<file path="config.mk">
export PLATFORM = sky130hd
export DESIGN_NAME = instruction_fetch
export DESIGN_NICKNAME = d
export VERILOG_FILES = /design/src/rtl/instruction_fetch.sv
export SDC_FILE = /design/constraint.sdc
export NUM_CORES = 1
export LEC_CHECK = 0
export CAP_MARGIN = 40
export CORE_MARGIN = 4
export CORE_UTILIZATION = 30
export DETAILED_ROUTE_END_ITERATION = 7
export GPL_TIMING_DRIVEN = 1
export PLACE_DENSITY = 0.64
export SETUP_SLACK_MARGIN = 0.5
export SLEW_MARGIN = 20
export SYNTH_ARGS = -nofsm -noshare
export SYNTH_HDL_FRONTEND = slang
export SYNTH_SLANG_ARGS = --single-unit
export TNS_END_PERCENT = 20
</file>
<file path="constraint.sdc">
create_clock -name clk -period 2.11 [get_ports clk]
set_input_delay 0.422 -clock clk [delete_from_list [all_inputs] [get_ports clk]]
set_output_delay 0.422 -clock clk [all_outputs]
set_load 0.02 [all_outputs]
</file>
<file path="src/rtl/instruction_fetch.sv">
// Instruction fetch stage: owns the PC, issues single-cycle-latency RAM reads and
// buffers returned words in a 2-entry FIFO so decode stalls never drop or repeat one.
module instruction_fetch #(
    parameter int unsigned          dataWidth = 16,
    parameter int unsigned          addrWidth = 8,
    parameter logic [addrWidth-1:0] resetPC   = '0
) (
    input  logic                 clk,
    input  logic                 resetn,
    output logic [addrWidth-1:0] memAddress,
    input  logic [dataWidth-1:0] memData,
    output logic [dataWidth-1:0] instrOut,
    output logic [addrWidth-1:0] instrPC,
    output logic                 instrValid,
    input  logic                 instrReady,
    input  logic                 redirect,
    input  logic [addrWidth-1:0] redirectPC,
    input  logic                 halt
);

    typedef struct packed {
        logic [addrWidth-1:0] pc;
        logic [dataWidth-1:0] instr;
    } entry_t;

    logic [addrWidth-1:0] pc_q, pc_d;
    logic                 inflight_q, inflight_d;
    logic [addrWidth-1:0] inflight_pc_q, inflight_pc_d;
    entry_t               head_q, head_d, tail_q, tail_d;
    logic                 head_v_q, head_v_d, tail_v_q, tail_v_d;

    logic                 pop;
    logic                 push;
    logic                 issue;
    logic [2:0]           occupancy;
    entry_t               new_entry;

    // Redirect squashes both the handshake and the returning word in the same cycle.
    assign pop       = head_v_q && instrReady && !redirect;
    assign push      = inflight_q && !redirect;
    assign occupancy = 3'(head_v_q) + 3'(tail_v_q) + 3'(inflight_q) - 3'(pop);
    assign issue     = !redirect && !halt && (occupancy < 3'd2);
    assign new_entry = '{pc: inflight_pc_q, instr: memData};

    always_comb begin
        pc_d          = pc_q;
        inflight_d    = 1'b0;
        inflight_pc_d = inflight_pc_q;
        head_d        = head_q;
        tail_d        = tail_q;
        head_v_d      = head_v_q;
        tail_v_d      = tail_v_q;

        if (redirect) begin
            pc_d     = redirectPC;
            head_v_d = 1'b0;
            tail_v_d = 1'b0;
        end else begin
            if (issue) begin
                pc_d          = pc_q + addrWidth'(1);
                inflight_d    = 1'b1;
                inflight_pc_d = pc_q;
            end

            // Head/tail shuffle: pop shifts tail forward, push lands in first free slot.
            if (pop) begin
                if (tail_v_q) begin
                    head_d = tail_q;
                    if (push) begin
                        tail_d = new_entry;
                    end else begin
                        tail_v_d = 1'b0;
                    end
                end else if (push) begin
                    head_d = new_entry;
                end else begin
                    head_v_d = 1'b0;
                end
            end else if (push) begin
                if (!head_v_q) begin
                    head_d   = new_entry;
                    head_v_d = 1'b1;
                end else begin
                    tail_d   = new_entry;
                    tail_v_d = 1'b1;
                end
            end
        end
    end

    always_ff @(posedge clk or negedge resetn) begin
        if (!resetn) begin
            pc_q          <= resetPC;
            inflight_q    <= 1'b0;
            inflight_pc_q <= '0;
            head_q        <= '0;
            tail_q        <= '0;
            head_v_q      <= 1'b0;
            tail_v_q      <= 1'b0;
        end else begin
            pc_q          <= pc_d;
            inflight_q    <= inflight_d;
            inflight_pc_q <= inflight_pc_d;
            head_q        <= head_d;
            tail_q        <= tail_d;
            head_v_q      <= head_v_d;
            tail_v_q      <= tail_v_d;
        end
    end

    assign memAddress = pc_q;
    assign instrOut   = head_q.instr;
    assign instrPC    = head_q.pc;
    assign instrValid = head_v_q;

    // The issue credit must make a push into a full buffer impossible.
    overflow_chk: assert property (@(posedge clk) disable iff (!resetn)
        !(push && !pop && head_v_q && tail_v_q));

endmodule

</file>
==> flow_metrics.tcl <==
set metrics [dict create \
    status "finished, violations left" \
    failed_checks "negative setup slack" \
    core_area_um2 9370 \
    ys_types 31 \
    antenna_cells 0 \
    antenna_found_initial 0 \
    fillCellCount 948 \
    clock_latency_ps 330 \
    start_util 0.314 \
    globalplace.congestion 0.772 \
    die_w_um 107 \
    maxSlewHeadroom 0.754 \
    vias_per_cell 4.76 \
    syn_area_per_cell_um2 11.9 \
    synth_seq_area_share 0.570 \
    clock_sinks 67 \
    tightest_slew_ps 370 \
    critPathArrivalTime_ps 2490 \
    syn_area_um2 2940 \
    die-area_um2 11400 \
    detail-route-antenna-nets 0 \
    wl_um 6590 \
    grt.overflow.total 0 \
    synth_fp_nets 279 \
    path_class "reg -> reg" \
    cts_root_buffer "clkbuf_8" \
    portBuffers 61 \
    use_met1 0.157 \
    drv_slew 0 \
    place_ws_ps -799 \
    cts.clk_slew.worst_paths_ps 70 \
    grtUsageTotal 0.121 \
    area_growth_pct 36.9 \
    end_kind "register" \
    cts_buffers 9 \
    whs_ps 97.5 \
    place_hpwl_um 4320 \
    synth_simple_gate_area_frac 0.0915 \
    busiest_layer "met2" \
    required_ps 2360 \
    drtIter0Drc 40 \
    power.leakage_nw 1.89 \
    tns_ps -1190 \
    cts_hold_buf 0 \
    power_mw 3.54 \
    post_drt_wl_per_cell_um 14.5 \
    num_rows 35 \
    drc 0 \
    io_pins 62 \
    irDropWorstVdd_mv 0.444 \
    cts_buffer_depth 2 \
    cp-start-kind "register" \
    die_h_um 107 \
    hp-class "in -> async" \
    finish.instance_area_um2 4020 \
    use_met3 0.0439 \
    synth_top_family_by_area "multiplexers" \
    powerDensity_nw_per_um2 880 \
    first_pass_iters 4 \
    fin_crit_sh 1.06 \
    ys_warn_count 0 \
    cts_tree "done" \
    fin_util 0.429 \
    dp_cells 436 \
    final_common_cell "dfrtp_1" \
    cap_violations 0 \
    vias 2165 \
    grt_pass1_vias 2221 \
    critPathMaxFanout 5 \
    grt_pass1_wl_um 11000 \
    final-setup-viol-count 15 \
    period_needed_ps 2240 \
    final_cell_mix "dfrtp_1, mux2_2, nor2_1, dlygate4sd2_1, a21oi_1" \
    rsz0062_at_grt "true" \
    fin_nets 354 \
    setup_ws_ps -130 \
    max_freq_mhz 446 \
    synthAdderAreaFrac 0.0128 \
    netlist_instances 247 \
    place_area_um2 3800 \
    htreeDepth 3 \
    use_met2 0.192 \
    drive_gt1_frac 0.224 \
    synth-seq-cells 67 \
    fin_cells 455 \
    grt_max_degree 68 \
    synthMuxAreaShare 0.215 \
    hold_viol 0 \
    synth_xor_area_frac 0.00298 \
    skew_ps 7.03 \
    synth_compound_area_frac 0.0800 \
]
## synthesized netlist by cell type
| library cell | n | share of area |
|---|---|---|
| or4_1 | 1 | 0.0026 |
| mux2_2 | 32 | 0.12 |
| and3b_1 | 2 | 0.0060 |
| o31ai_1 | 1 | 0.0026 |
| a21oi_2 | 1 | 0.0030 |
| dfrtp_1 | 67 | 0.57 |
| inv_1 | 4 | 0.0051 |
| xor2_1 | 1 | 0.0030 |
| mux2i_1 | 27 | 0.092 |
| nor2_2 | 1 | 0.0021 |
| buf_2 | 5 | 0.0085 |
| and4_1 | 1 | 0.0030 |
| o31a_1 | 2 | 0.0060 |
| ha_1 | 3 | 0.013 |
| nand2_1 | 6 | 0.0077 |
| nor2b_1 | 2 | 0.0043 |
| or3_1 | 4 | 0.0085 |
| buf_1 | 1 | 0.0013 |
| a21oi_1 | 27 | 0.046 |
| nor2_1 | 31 | 0.040 |
| nand4_1 | 1 | 0.0021 |
| clkbuf_1 | 4 | 0.0051 |
| a31oi_1 | 5 | 0.011 |
| nor3_1 | 1 | 0.0017 |
| nor4_1 | 1 | 0.0021 |
| buf_4 | 2 | 0.0051 |
| clkbuf_4 | 1 | 0.0026 |
| o21ai_0 | 7 | 0.012 |
| nand2b_1 | 2 | 0.0043 |
| nand3_1 | 3 | 0.0051 |
| nor3b_1 | 1 | 0.0026 |
## worst max-delay path, stage by stage (launching register included)
cell and delay, ps:
dfrtp_2 400, and3b_1 170, ha_1 280, inv_2 70
ha_4 200, a21oi_4 180, mux2i_2 100, buf_6 140
clkbuf_16 140, or3_1 300, a31oi_1 180
## repair_timing
action                                 4_1_cts  5_1_grt
gates cloned                                 1        1
endpoints found under the hold margin        0        0
setup endpoints to repair                   74       24
setup buffers                                2        0
pin swaps                                   17        8
gates resized for setup                     43       10
## power by group
part / internal, mW / switching (mW)
Sequential: 1.53 / 0.153
Combinational: 0.383 / 0.414
Clock: 0.604 / 0.459
## flip-flops by register name (all words and copies together), names as in the netlist
signal         cells
inflight_pc_q      8
instrValid         1
inflight_q         1
instrPC            8
memAddress         8
tail_v_q           1
tail_q            24
instrOut          16
## area by class of cell
| type | instances | area, um2 | area share |
|---|---|---|---|
| clock buffers | 13 | 159 | 0.0395 |
| clock inverters | 2 | 35.0 | 0.00871 |
| inverters | 4 | 15.0 | 0.00373 |
| multi-input cells | 164 | 1230 | 0.305 |
| flip-flops and latches | 67 | 1680 | 0.417 |
| well taps | 129 | 161 | 0.0401 |
| repair buffers | 76 | 748 | 0.186 |
## per-layer routing
layer / part of all wire / up-vias
li1: - / 1028
met1: 0.46 / 1080
met2: 0.48 / 51
met3: 0.055 / 6
met4: 0.0073 / 0
met5: 0 / -
## final timing paths
check	from	to	slack, ps	cells past startpoint
min in group clk	tail_q[10]	tail_q[10]	510	1
setup / recovery	instrValid	memAddress[2]	-130	10
hold / removal	resetn	instrOut[0]	100	2
hold reg to reg	tail_q[10]	tail_q[10]	510	1
setup reg to reg	instrValid	memAddress[2]	-130	10
max in group asynchronous	resetn	tail_v_q	1680	2
## kinds of logic (layout without fill, tap and decap cells)
group | Yosys count | after routing
flops | 67 | 67
simple gates | 57 | 58
buf+inv | 17 | 95
xor+xnor | 1 | 1
fa+ha+maj | 3 | 3
compound gates | 43 | 43
mux | 59 | 59
Power figures use the tool's default switching activity.
